===== src/rtl/sysctrl_arb_pkg.sv =====
// Shared types and constants for the system-control Wishbone arbiter.
package sysctrl_arb_pkg;

  localparam int NM_MAX = 4;
  localparam int ADR_W  = 32;
  localparam int DAT_W  = 32;
  localparam int SEL_W  = 4;

  typedef enum logic {
    ST_IDLE = 1'b0,
    ST_BUSY = 1'b1
  } arb_state_e;

  // One master's request as it is forwarded to the slave port.
  typedef struct packed {
    logic             cyc;
    logic             stb;
    logic             we;
    logic [SEL_W-1:0] sel;
    logic [ADR_W-1:0] adr;
    logic [DAT_W-1:0] dat;
  } wb_req_t;

endpackage


===== src/rtl/sysctrl_rr_pick.sv =====
// Combinational round-robin picker: returns a one-hot grant for the first
// requester found when searching upward from last+1, wrapping at NM.
module sysctrl_rr_pick
  import sysctrl_arb_pkg::*;
#(
  parameter int NM    = 2,
  parameter int IDX_W = $clog2(NM)
) (
  input  logic [NM-1:0]    req,
  input  logic [IDX_W-1:0] last,
  output logic [NM-1:0]    gnt
);

  logic [IDX_W-1:0] idx;
  logic             found;

  // Scan NM candidates starting just after the previous winner.
  always_comb begin
    // NOTE: every combinational output gets a default before any branch so no latch is inferred.
    gnt   = '0;
    found = 1'b0;
    idx   = '0;
    for (int i = 1; i <= NM; i++) begin
      idx = IDX_W'((int'(last) + i) % NM);
      if (!found && req[idx]) begin
        gnt[idx] = 1'b1;
        found    = 1'b1;
      end
    end
  end

endmodule


===== src/rtl/sysctrl_wb_arbiter.sv =====
// Round-robin Wishbone arbiter sharing the sysctrl register slave between NM
// masters. One master owns the slave for a whole bus tenure (while its cyc is
// high); ack is routed back only to that master.
// Optional stall timeout: define SYSCTRL_ARB_TIMEOUT_EN to abort a strobe that
// has waited TIMEOUT cycles without ack, signalled as a one-cycle m_err_o.
module sysctrl_wb_arbiter
  import sysctrl_arb_pkg::*;
#(
  parameter int NM      = 2,
  parameter int TIMEOUT = 255
) (
  input  logic                wb_clk_i,
  input  logic                wb_rstn_i,
  input  logic [NM-1:0]       m_cyc_i,
  input  logic [NM-1:0]       m_stb_i,
  input  logic [NM-1:0]       m_we_i,
  input  logic [4*NM-1:0]     m_sel_i,
  input  logic [32*NM-1:0]    m_adr_i,
  input  logic [32*NM-1:0]    m_dat_i,
  output logic [31:0]         m_dat_o,
  output logic [NM-1:0]       m_ack_o,
  output logic [NM-1:0]       m_err_o,
  output logic [NM-1:0]       gnt_o,
  output logic                s_cyc_o,
  output logic                s_stb_o,
  output logic                s_we_o,
  output logic [3:0]          s_sel_o,
  output logic [31:0]         s_adr_o,
  output logic [31:0]         s_dat_o,
  input  logic [31:0]         s_dat_i,
  input  logic                s_ack_i
);

  localparam int IDX_W = $clog2(NM);

  arb_state_e       state_q, state_d;
  logic [NM-1:0]    gnt_q, gnt_d;
  logic [IDX_W-1:0] last_q, last_d;

  logic [NM-1:0]    req;
  logic [NM-1:0]    pick_gnt;
  logic [IDX_W-1:0] g_idx;
  wb_req_t          g_req;
  logic             busy;
  logic             g_strobe;
  logic             tmo_fire;

  assign req  = m_cyc_i & m_stb_i;
  assign busy = (state_q == ST_BUSY);

  sysctrl_rr_pick #(
    .NM    (NM),
    .IDX_W (IDX_W)
  ) u_pick (
    .req  (req),
    .last (last_q),
    .gnt  (pick_gnt)
  );

  // Mux the granted master's request; stays all-zero while no grant is held.
  always_comb begin
    g_req = '0;
    g_idx = '0;
    for (int i = 0; i < NM; i++) begin
      if (gnt_q[i]) begin
        g_idx     = IDX_W'(i);
        g_req.cyc = m_cyc_i[i];
        g_req.stb = m_stb_i[i];
        g_req.we  = m_we_i[i];
        g_req.sel = m_sel_i[i*SEL_W +: SEL_W];
        g_req.adr = m_adr_i[i*ADR_W +: ADR_W];
        g_req.dat = m_dat_i[i*DAT_W +: DAT_W];
      end
    end
  end

  assign g_strobe = busy & g_req.cyc & g_req.stb;

  // Next-state logic: grant on any request in IDLE, release when the owner drops cyc.
  always_comb begin
    state_d = state_q;
    gnt_d   = gnt_q;
    last_d  = last_q;
    case (state_q)
      ST_IDLE: begin
        if (|req) begin
          gnt_d   = pick_gnt;
          state_d = ST_BUSY;
        end
      end
      ST_BUSY: begin
        if (!g_req.cyc) begin
          state_d = ST_IDLE;
          gnt_d   = '0;
          last_d  = g_idx;
        end
      end
      default: begin
        state_d = ST_IDLE;
        gnt_d   = '0;
      end
    endcase
  end

  // Arbitration state register; last starts at NM-1 so master 0 wins first.
  always_ff @(posedge wb_clk_i or negedge wb_rstn_i) begin
    // NOTE: sequential state uses non-blocking assignments so every flop samples pre-edge values.
    if (!wb_rstn_i) begin
      state_q <= ST_IDLE;
      gnt_q   <= '0;
      last_q  <= IDX_W'(NM - 1);
    end else begin
      state_q <= state_d;
      gnt_q   <= gnt_d;
      last_q  <= last_d;
    end
  end

`ifdef SYSCTRL_ARB_TIMEOUT_EN
  localparam int TMR_W = $clog2(TIMEOUT + 1);

  logic [TMR_W-1:0] timer_q, timer_d;

  // Fire when a strobe has stalled TIMEOUT cycles; a same-cycle ack takes priority.
  assign tmo_fire = g_strobe & ~s_ack_i & (timer_q == TMR_W'(TIMEOUT));

  // Count stalled strobe cycles; clear on ack, strobe low, release or abort.
  always_comb begin
    timer_d = '0;
    if (g_strobe && !s_ack_i && !tmo_fire) begin
      timer_d = timer_q + 1'b1;
    end
  end

  // Stall timer register.
  always_ff @(posedge wb_clk_i or negedge wb_rstn_i) begin
    if (!wb_rstn_i) begin
      timer_q <= '0;
    end else begin
      timer_q <= timer_d;
    end
  end
`else
  assign tmo_fire = 1'b0;
`endif

  // Slave side: combinational copy of the owner; strobe is masked on a timeout abort.
  assign s_cyc_o = busy & g_req.cyc;
  assign s_stb_o = g_strobe & ~tmo_fire;
  assign s_we_o  = g_req.we;
  assign s_sel_o = g_req.sel;
  assign s_adr_o = g_req.adr;
  assign s_dat_o = g_req.dat;

  // Master side: data is broadcast, ack/err reach only the owner while it still strobes.
  assign m_dat_o = s_dat_i;
  assign m_ack_o = gnt_q & {NM{g_strobe & s_ack_i}};
  assign m_err_o = gnt_q & {NM{tmo_fire}};
  assign gnt_o   = gnt_q;

endmodule

===== config.mk =====
export PLATFORM = sky130hd
export DESIGN_NAME = sysctrl_wb_arbiter
export DESIGN_NICKNAME = d
export VERILOG_FILES = /design/src/rtl/sysctrl_arb_pkg.sv /design/src/rtl/sysctrl_rr_pick.sv /design/src/rtl/sysctrl_wb_arbiter.sv
export SDC_FILE = /design/constraint.sdc
export NUM_CORES = 1
export LEC_CHECK = 0
export ABC_CLOCK_PERIOD_IN_PS = 1700
export BUFFER_PORTS_ARGS = -buffer_cell sky130_fd_sc_hd__buf_2
export CAP_MARGIN = 5
export CORE_AREA = 4 4 107 109
export CTS_CLUSTER_DIAMETER = 80
export DETAILED_ROUTE_END_ITERATION = 6
export DIE_AREA = 0 0 111 113
export PLACE_DENSITY = 0.47
export SETUP_SLACK_MARGIN = 0.5
export SLEW_MARGIN = 20
export SYNTH_ARGS = -nofsm -noshare
export SYNTH_HDL_FRONTEND = slang
export SYNTH_SLANG_ARGS = --single-unit

===== constraint.sdc =====
create_clock -name wb_clk_i -period 1.7 [get_ports wb_clk_i]
set_input_delay 0.51 -clock wb_clk_i [delete_from_list [all_inputs] [get_ports wb_clk_i]]
set_output_delay 0.51 -clock wb_clk_i [all_outputs]
set_load 0.005 [all_outputs]

# After elaboration in Yosys (flattened, before gate mapping)
# Index checks and enable logic that the tools add are counted.
# W data, S select, Z words.
# classes
n_addsub	2
mul	0
reduce_logical	7
n_div	0
mux	20
eq_ne	2
n_lt_le_gt_ge	4
n_bitwise	8
n_shift	0
# op_table
op	count
$mux W71	2
$mux W1	10
$mux W2	4
$and A2 B2 Y2	2
$lt A1 B2 Y1 const B	2
$ne A2 B2 Y1 const B	2
$pmux W2 S2	1
$reduce_and A2 Y1	2
$and A1 B1 Y1	3
$logic_and A1 B1 Y1	3
$add A1 B1 Y1 const B	2
$demux W1 S1	2
$ge A1 B1 Y1 const B	2
$not A1 Y1	2
$or A2 B2 Y2	1
$pmux W1 S2	1
$reduce_or A2 Y1	1
$logic_not A1 Y1	1
# totals
memories	0
ram_bits	0
regBits	4
word_cells	46
romBits	0
out_inout_bits	109
latchBits	0

# Longest topological paths before layout
# Gate-level depths: netlist of run 1.
# depth
ltp_word	10
ltp_mapped	5
mapped_depth_nobuf	3

# Cells and area by module
# From an unflattened synthesis of run 1, not the netlist that was laid out.
# unflattened
cells_unflattened	159
hier_area_um2	1291.2
# by_module_without_submodules
module	area_each_um2	n_inst	cells_each
sysctrl_wb_arbiter	1272.5	1	156
sysctrl_rr_pick	18.8	1	3

# Worst setup path after synthesis of run 1
# Ideal clock, no wire load.
# synth_timing
kind	register -> output
from	reg gnt_q[1], in the netlist gnt_o[1]
to	out m_ack_o[0]
stages_incl_launch_ff	5
slack_ns	0.132
arrival_time_ns	1.058
path_cell_list	dfrtp_1 -> buf_4 -> and4b_1 -> a31oi_2 -> nor3_1
# synth_via
elab_chain_len	5
# synth_lines
element	line_no	source
start: declaration	sysctrl_wb_arbiter.sv:37	logic [NM-1:0] gnt_q, gnt_d;
start signal: assignment	sysctrl_wb_arbiter.sv:114	gnt_q <= gnt_d;
$mux W71 (*)	sysctrl_wb_arbiter.sv:65	if (gnt_q[i]) begin
$and A1 B1 Y1	sysctrl_wb_arbiter.sv:77	assign g_strobe = busy & g_req.cyc & g_req.stb;
$and A1 B1 Y1 (*)	sysctrl_wb_arbiter.sv:77	
$and A1 B1 Y1 (*)	sysctrl_wb_arbiter.sv:157	assign m_ack_o = gnt_q & {NM{g_strobe & s_ack_i}};
$and A2 B2 Y2 (*)	sysctrl_wb_arbiter.sv:157	
end: declaration	sysctrl_wb_arbiter.sv:21	output logic [NM-1:0] m_ack_o,
# Every way passes the cells marked *; elsewhere a longest branch is shown, timed or not.

# Worst setup path after layout of run 1
# layout_timing
from	reg gnt_q[1], in the netlist gnt_o[1]
to	out s_dat_o[29]
# layout_via
elab_chain_len	1
# layout_lines
element	line_no	source
$mux W71	sysctrl_wb_arbiter.sv:65	
end: declaration	sysctrl_wb_arbiter.sv:29	output logic [31:0] s_dat_o,
# Every way passes these cells.

==> flow_summary.rst, run 1 <==
.. list-table::
   :header-rows: 1

   * - Metric
     - Value
   * - Max-slew violations
     - 0
   * - Number of sinks driven by the clock tree
     - 4
   * - Sum of routed wire length over all layers
     - about 7600 µm
   * - Post-layout net count
     - roughly 530
   * - Final critical delay including setup and external delays
     - approximately 1.9 ns
   * - Startpoint-to-endpoint class of the critical path
     - flip-flop to output pin
   * - Post-synthesis sequential element count
     - 4
   * - 1st-iter DRT viols
     - 93
   * - Share of the yosys chip area belonging to registers
     - 8.12%
   * - Combined global-route utilization of all metal layers
     - 9.88%
   * - Cell area after placement
     - 0.00228 mm²
   * - Peak ir drop on the vdd network
     - 0.643 mV
   * - Reg2reg setup slack
     - -0.12 ns
   * - Pin count of the biggest net entering global routing
     - 41
   * - Clock latency on the worst-skew pair
     - 0.22 ns
   * - RSZ-0062 raised after global routing
     - yes
   * - Post-layout total power
     - 3.21 mW
   * - Area added between synthesis and finish
     - 110%
   * - Critical path required time
     - 1.19 ns
   * - First-pass GRT wire length
     - 10,300 µm
   * - Run status
     - finished, violations left
   * - Post-synthesis average cell area
     - 8.00 µm²
   * - Worst-case hold slack
     - 0.106 ns
   * - CTS tree
     - done
   * - CP Launch Point
     - gnt_o[1]
   * - Inserted Clock Buffers
     - 3
   * - Maximum count of clock buffers along a single path
     - 2
   * - Number of buffers inserted by hold repair at cts
     - 0
   * - Worst-case setup margin in the final layout
     - -0.214 ns
   * - Power Dens Cells
     - 1230 mW/mm²
   * - Placed Instances
     - 474
   * - Startpoint of the most critical register-to-register path
     - gnt_o[1]
   * - Hpwl dp
     - 5610 µm
   * - Number of antenna diodes
     - 0
   * - Die Span X
     - 111 µm
   * - Detailed-route vias per instance
     - around 4.1
   * - Netlist area before placement
     - 0.00125 mm²
   * - Post-layout utilization of the core
     - 24.7%
   * - Average wire per cell in the routed design
     - between 15 and 20 µm
   * - Crit Reg-Reg Endpoint
     - gnt_o[0]
   * - Worst-path fanout max
     - 20
   * - Cells after synthesis
     - roughly 160
   * - Detailed Routing Iterations Pass 1
     - 4
   * - Vert. Die Dim
     - around 110 µm
   * - Site row count
     - 38
   * - Clock-pin slew of the registers on the worst-case setup and hold paths
     - 0.03 ns
   * - Total negative setup slack
     - -12.06 ns
   * - Final RePlAce weighted congestion
     - 0.790
   * - Number of nets still failing antenna checks after routing
     - 0
   * - Total I/O pin count
     - 286
   * - Initial standard-cell utilization of the core
     - 11.8%
   * - Yosys warnings
     - 0
   * - Share of the clock period used by the worst path after layout
     - 113%
   * - CTS HTree Levels
     - 1
   * - Post-Layout Inst Area
     - 0.00262 mm²
   * - Failing checks
     - negative setup slack
   * - Crit. End Element
     - output pin
   * - Leakage Power
     - 1.51 nW
   * - Initial antenna violation count
     - 0
   * - Area inside the core boundary
     - about 0.011 mm²
   * - Highest clock frequency the design can meet
     - 0.522 GHz
   * - Number of hold-slack violations in the final timing report
     - 0
   * - Finished Layout Cells
     - ~500
   * - Root cell of the clock tree
     - sky130_fd_sc_hd__clkbuf_8
   * - Path depth of the worst reg2reg path
     - 10
   * - Count of input and output buffers
     - ~220
   * - Area of the die
     - 0.0125 mm²
   * - Detailed-route via count
     - approximately 2,000
   * - Setup clock skew after layout
     - 0.00118 ns
   * - Classification of the worst-slack hold path
     - primary input to asynchronous set/reset pin
   * - Final setup violation count
     - 74
   * - Fillers
     - 1,164
   * - Fraction of layout instances using a drive strength above 1
     - 73.0%
   * - Via count of the first global-routing pass
     - 1,944
   * - Final routed DRC violation total
     - 0
   * - Number of violations of the max-capacitance limit
     - 0
   * - Worst EP arrival
     - about 1.4 ns
   * - Critical Path Start Type
     - flip-flop
   * - Number of distinct library cell variants in the gate-level netlist after synthesis
     - 24
   * - Dpl ws
     - -0.123 ns
   * - Remaining global-route overflow
     - 0
-- critical path, cell delays in order, from the launching register on --
cell                      delay [ns]
sky130_fd_sc_hd__dfrtp_2        0.44
sky130_fd_sc_hd__buf_4          0.17
sky130_fd_sc_hd__buf_12         0.15
sky130_fd_sc_hd__a22o_1         0.27
sky130_fd_sc_hd__buf_2          0.14
-- area by class of cell --
cell class / count / area [µm²] / share of cell area (%)
clock buffer: 4 / 45.0 / 1.72
inverter: 4 / 15.0 / 0.574
multi-input combinational: 98 / 805 / 30.7
sequential: 4 / 104 / 3.97
tap: 140 / 175 / 6.69
timing repair buffer: 245 / 1470 / 56.3
-- what timing repair did --
item / in CTS / in global routing
endpoints found under the setup margin: 77 / 77
buffers inserted: 11 / 2
resized for setup: 20 / 6
cloned: 1 / 3
pin swaps: 1 / 3
hold endpoints to repair: 0 / 0
-- registers in the layout (all words and copies together), names as in the netlist --
name,count
gnt_o,2
busy,1
last_q,1
-- per-layer routing --
metal	routed length [µm]	global-route usage [%]	part of all wire, %	vias up
met5	0	0	0	-
met4	57	0.821	0.75	0
met3	659	2.67	8.7	8
met2	3990	18.6	52	134
met1	2910	11.7	38	930
li1	-	-	-	976
-- synthesized netlist by cell type, drive strengths merged --
master / number / share of area (%)
conb: 1 / 0.30
buf: 49 / 28
a21oi: 2 / 0.80
a311o: 1 / 0.80
nor3: 1 / 0.40
dfstp: 1 / 2.1
nand2: 4 / 1.2
dfrtp: 3 / 6.0
and3b: 1 / 0.70
and4b: 1 / 0.80
inv: 4 / 1.2
a22o: 68 / 48
o211ai: 1 / 0.60
a22oi: 2 / 1.2
nor2b: 2 / 1.0
o21ai: 7 / 2.8
a31oi: 1 / 1.0
clkbuf: 2 / 0.60
nand3: 2 / 0.80
nor2: 3 / 1.5
-- report_power, final --
group          internal (mW)  switching (mW)  total (mW)
clock                  0.160          0.0528       0.213
sequential             0.149          0.0509       0.200
combinational           1.56            1.24        2.80
total                   1.87            1.34        3.21
-- layout by cell type (no fill, tap or decap), types with 2 or more instances in the layout --
cell	synthesis	layout
sky130_fd_sc_hd__clkbuf_16	0	3
sky130_fd_sc_hd__buf_12	0	4
sky130_fd_sc_hd__o21ai_2	0	2
sky130_fd_sc_hd__a22o_1	68	68
sky130_fd_sc_hd__buf_6	3	14
sky130_fd_sc_hd__o21ai_0	7	5
sky130_fd_sc_hd__buf_4	36	7
sky130_fd_sc_hd__dfrtp_2	0	2
sky130_fd_sc_hd__conb_1	1	2
sky130_fd_sc_hd__nand2_1	4	3
sky130_fd_sc_hd__inv_1	3	3
sky130_fd_sc_hd__nand3_1	2	2
sky130_fd_sc_hd__buf_2	10	216
sky130_fd_sc_hd__nor2_1	2	2
sky130_fd_sc_hd__clkbuf_8	0	3
sky130_fd_sc_hd__a21oi_1	2	2
sky130_fd_sc_hd__a22oi_1	2	2
-- cell families (layout without fill, tap and decap cells) --
family	Yosys count	count (layout)	share of synthesized area (%)
buffers and inverters	55	253	30.2
other	1	2	0.301
AO/OA/AOI/OAI	82	82	55.0
flip-flops	4	4	8.12
AND/OR/NAND/NOR	14	14	6.42
-- worst max path at each step --
stage / to / slack [ns] / cells past startpoint
6_report: s_dat_o[29] / -0.21 / 4
5_1_grt: s_we_o / -0.30 / 4
4_1_cts: s_adr_o[17] / -0.23 / 5
3_5_place_dp: s_dat_o[29] / -0.12 / 3
3_3_place_gp: s_dat_o[29] / -0.09 / 3
2_1_floorplan: s_adr_o[0] / 0.20 / 5
Power figures use the tool's default switching activity.
==> run 2, diff against run 1 <==
--- a/config.mk
+++ b/config.mk
@@ -13,6 +13,7 @@
 export DETAILED_ROUTE_END_ITERATION = 6
 export DIE_AREA = 0 0 111 113
 export PLACE_DENSITY = 0.47
+export RECOVER_POWER = 100
 export SETUP_SLACK_MARGIN = 0.5
 export SLEW_MARGIN = 20
 export SYNTH_ARGS = -nofsm -noshare
==> run 2 against run 1 <==
Net effect: the run still ends with negative setup slack left; clock skew barely moved; via count fell by 0.34%; critical path depth is the same; design area fell by 0.48%; routed wire length is 0.12% lower; sequential cell count unchanged; non-clock buffer count is the same; maximum frequency about the same; critical endpoint unchanged.
==> flow_summary.rst, run 2 (synthesized netlist as in run 1, its figures left out) <==
.. list-table::
   :header-rows: 1

   * - Metric
     - Value
   * - Path depth of the worst reg2reg path
     - 10 (unchanged)
   * - Post-Layout Inst Area
     - 0.00261 mm² (was 0.00262 mm²)
   * - Die Span X
     - 111 µm (unchanged)
   * - Inserted Clock Buffers
     - 3 (unchanged)
   * - Run status
     - finished, violations left (unchanged)
   * - Number of antenna diodes
     - 0 (unchanged)
   * - First-pass GRT wire length
     - 10,300 µm (unchanged)
   * - Average wire per cell in the routed design
     - 15.4 µm (about the same)
   * - CP max stage delay
     - 0.44 ns (about the same)
   * - Combined global-route utilization of all metal layers
     - 9.88% (unchanged)
   * - Detailed-route vias per instance
     - 4.12 (was 4.14)
   * - Classification of the worst-slack hold path
     - primary input to asynchronous set/reset pin (unchanged)
   * - Count of input and output buffers
     - 219 (unchanged)
   * - Remaining global-route overflow
     - 0 (unchanged)
   * - Worst-case setup margin in the final layout
     - -0.216 ns (was -0.214 ns)
   * - Internal power summed over all cells
     - 1.85 mW (was 1.87 mW)
   * - Detailed-route via count
     - 2,041 (was 2,048)
   * - Share of the clock period used by the worst path after layout
     - 113% (about the same)
   * - Number of hold-slack violations in the final timing report
     - 0 (unchanged)
   * - Number of flip-flops in the largest register
     - 2 (unchanged)
   * - Highest-count cells in the layout ignoring fill and taps
     - sky130_fd_sc_hd__buf_2 (215), sky130_fd_sc_hd__a22o_1 (68), sky130_fd_sc_hd__buf_6 (13) (was sky130_fd_sc_hd__buf_2 (216), sky130_fd_sc_hd__a22o_1 (68), sky130_fd_sc_hd__buf_6 (14))
   * - Clock latency on the worst-skew pair
     - 0.22 ns (about the same)
   * - Sequential standard cell area
     - 104 µm² (unchanged)
   * - Clock group share of total power
     - 6.7% (was 6.6%)
   * - Critical path required time
     - 1.19 ns (about the same)
   * - Maximum count of clock buffers along a single path
     - 2 (unchanged)
   * - Post-layout utilization of the core
     - 24.6% (was 24.7%)
   * - Final RePlAce weighted congestion
     - 0.790 (unchanged)
   * - Peak ir drop on the vdd network
     - 0.618 mV (was 0.643 mV)
   * - Number of nets still failing antenna checks after routing
     - 0 (unchanged)
   * - Detailed Routing Iterations Pass 1
     - 4 (unchanged)
   * - CTS HTree Levels
     - 1 (unchanged)
   * - Power Dens Cells
     - 1220 mW/mm² (was 1230 mW/mm²)
   * - Worst-case hold slack
     - 0.151 ns (was 0.106 ns)
   * - Fraction of layout instances using a drive strength above 1
     - 72.1% (was 73.0%)
   * - GRT met3 Usage
     - 2.67% (unchanged)
   * - Ordered list of cells on the worst path
     - buf_4 > buf_12 > a22o_1 > buf_2 (unchanged)
   * - 1st-iter DRT viols
     - 94 (was 93)
   * - Max-slew violations
     - 0 (unchanged)
   * - Final routed DRC violation total
     - 0 (unchanged)
   * - Area inside the core boundary
     - 0.0106 mm² (unchanged)
   * - Clock-pin slew of the registers on the worst-case setup and hold paths
     - 0.03 ns (about the same)
   * - Startpoint-to-endpoint class of the critical path
     - flip-flop to output pin (unchanged)
   * - Met2 demand-to-capacity share in global routing
     - 18.6% (unchanged)
   * - Crit. End Element
     - output pin (unchanged)
   * - Worst-path fanout max
     - 20 (unchanged)
   * - Site row count
     - 38 (unchanged)
   * - CP Launch Point
     - gnt_o[1] (unchanged)
   * - Post-layout net count
     - 533 (unchanged)
   * - Startpoint of the most critical register-to-register path
     - gnt_o[1] (unchanged)
   * - Dpl ws
     - -0.123 ns (unchanged)
   * - Total negative setup slack
     - -12.17 ns (was -12.06 ns)
   * - Sum of routed wire length over all layers
     - 7610 µm (was 7620 µm)
   * - Area added between synthesis and finish
     - 109% (was 110%)
   * - Gr busiest metal
     - met2 (unchanged)
   * - Placed Instances
     - 474 (unchanged)
   * - Initial standard-cell utilization of the core
     - 11.8% (unchanged)
   * - Number of violations of the max-capacitance limit
     - 0 (unchanged)
   * - Part of the total power dissipated in combinational logic
     - 87.1% (about the same)
   * - Area of the die
     - 0.0125 mm² (unchanged)
   * - Post-layout total power
     - 3.19 mW (was 3.21 mW)
   * - Critical-path top delay cell
     - sky130_fd_sc_hd__dfrtp_2 (unchanged)
   * - Top delay family on crit path
     - buffers and inverters (unchanged)
   * - Failing checks
     - negative setup slack (unchanged)
   * - Setup clock skew after layout
     - 0.00117 ns (was 0.00118 ns)
   * - Leakage Power
     - 1.50 nW (was 1.51 nW)
   * - Worst EP arrival
     - 1.41 ns (was 1.40 ns)
   * - Area used by multi-input combinational logic
     - 805 µm² (unchanged)
   * - Part of the total power dissipated in sequential elements
     - 6.2% (about the same)
   * - Root cell of the clock tree
     - sky130_fd_sc_hd__clkbuf_8 (unchanged)
   * - Switching part of the total power
     - 41.9% (was 41.7%)
   * - Number of cells on the critical path
     - 4 (unchanged)
   * - Number of sinks driven by the clock tree
     - 4 (unchanged)
   * - Switching Power
     - 1.33 mW (was 1.34 mW)
   * - RSZ-0062 raised after global routing
     - yes (unchanged)
   * - Finished Layout Cells
     - 495 (unchanged)
   * - Final critical delay including setup and external delays
     - 1.92 ns (was 1.91 ns)
   * - Hpwl dp
     - 5610 µm (unchanged)
   * - Met1 layer usage reported by global route
     - 11.7% (unchanged)
   * - Buffers and inverters on the worst path
     - 3 (unchanged)
   * - Initial antenna violation count
     - 0 (unchanged)
   * - Total I/O pin count
     - 286 (unchanged)
   * - Final setup violation count
     - 74 (unchanged)
   * - Critical Path Start Type
     - flip-flop (unchanged)
   * - Cell area after placement
     - 0.00228 mm² (unchanged)
   * - CTS tree
     - done (unchanged)
   * - Vert. Die Dim
     - 113 µm (unchanged)
   * - Highest clock frequency the design can meet
     - 0.522 GHz (about the same)
   * - Number of buffers inserted by hold repair at cts
     - 0 (unchanged)
   * - Via count of the first global-routing pass
     - 1,944 (unchanged)
   * - Fillers
     - 1,168 (was 1,164)
   * - Pin count of the biggest net entering global routing
     - 41 (unchanged)
   * - Most frequent standard cell in the layout excluding fill and tap cells
     - sky130_fd_sc_hd__buf_2 (unchanged)
==> run 2: cell count changes in the layout (fill, tap and decap cells not counted) <==
cell / previous run / this run
sky130_fd_sc_hd__clkbuf_1: 1 / 4
sky130_fd_sc_hd__buf_4: 7 / 6
sky130_fd_sc_hd__buf_2: 216 / 215
sky130_fd_sc_hd__buf_6: 14 / 13
==> run 2: routing by layer <==
layer	vias to the layer above	share of wire (%)
li1	975	-
met1	924	38
met2	134	52
met3	8	8.6
met4	0	0.75
met5	-	0
==> run 2: final cells by class <==
type	count	share of cell area [%]
Tap cell	140	6.72
Inverter	4	0.576
Multi-Input combinational cell	98	30.9
Timing Repair Buffer	245	56.1
Sequential cell	4	3.99
Clock buffer	4	1.73
==> run 2: path summary, 6_finish.rpt <==
path / end / slack [ns]
setup / recovery: s_dat_o[29] / -0.22
hold / removal: gnt_o[1] / 0.15
setup reg to reg: gnt_o[0] / -0.13
hold reg to reg: last_q / 0.51
max in group asynchronous: last_q / 1.27
min in group wb_clk_i: last_q / 0.51
==> run 2: power groups by stage <==
stage | clock network (mW) | logic, mW | registers [mW]
after floorplan | 0 | 1.42 | 0.192
after global placement | 0 | 2.21 | 0.216
after detailed placement | 0 | 2.23 | 0.214
after CTS | 0.218 | 2.57 | 0.201
after global routing | 0.229 | 3.02 | 0.207
final | 0.213 | 2.77 | 0.197
==> run 2: worst register-to-register path: stages, from the launching register on <==
cell and delay, ns:
sky130_fd_sc_hd__dfrtp_2 0.44, sky130_fd_sc_hd__and4b_1 0.31, sky130_fd_sc_hd__a31oi_4 0.08, sky130_fd_sc_hd__buf_6 0.15, sky130_fd_sc_hd__buf_6 0.10, sky130_fd_sc_hd__buf_6 0.10
sky130_fd_sc_hd__buf_6 0.10, sky130_fd_sc_hd__buf_6 0.10, sky130_fd_sc_hd__buf_6 0.10, sky130_fd_sc_hd__buf_6 0.10, sky130_fd_sc_hd__o211ai_1 0.15
==> run 2: what timing repair did <==
action / CTS / global route
buffers inserted: 11 / 2
gates resized for setup: 20 / 6
gates cloned: 1 / 3
setup endpoints to repair: 77 / 77
pin swaps: 1 / 3
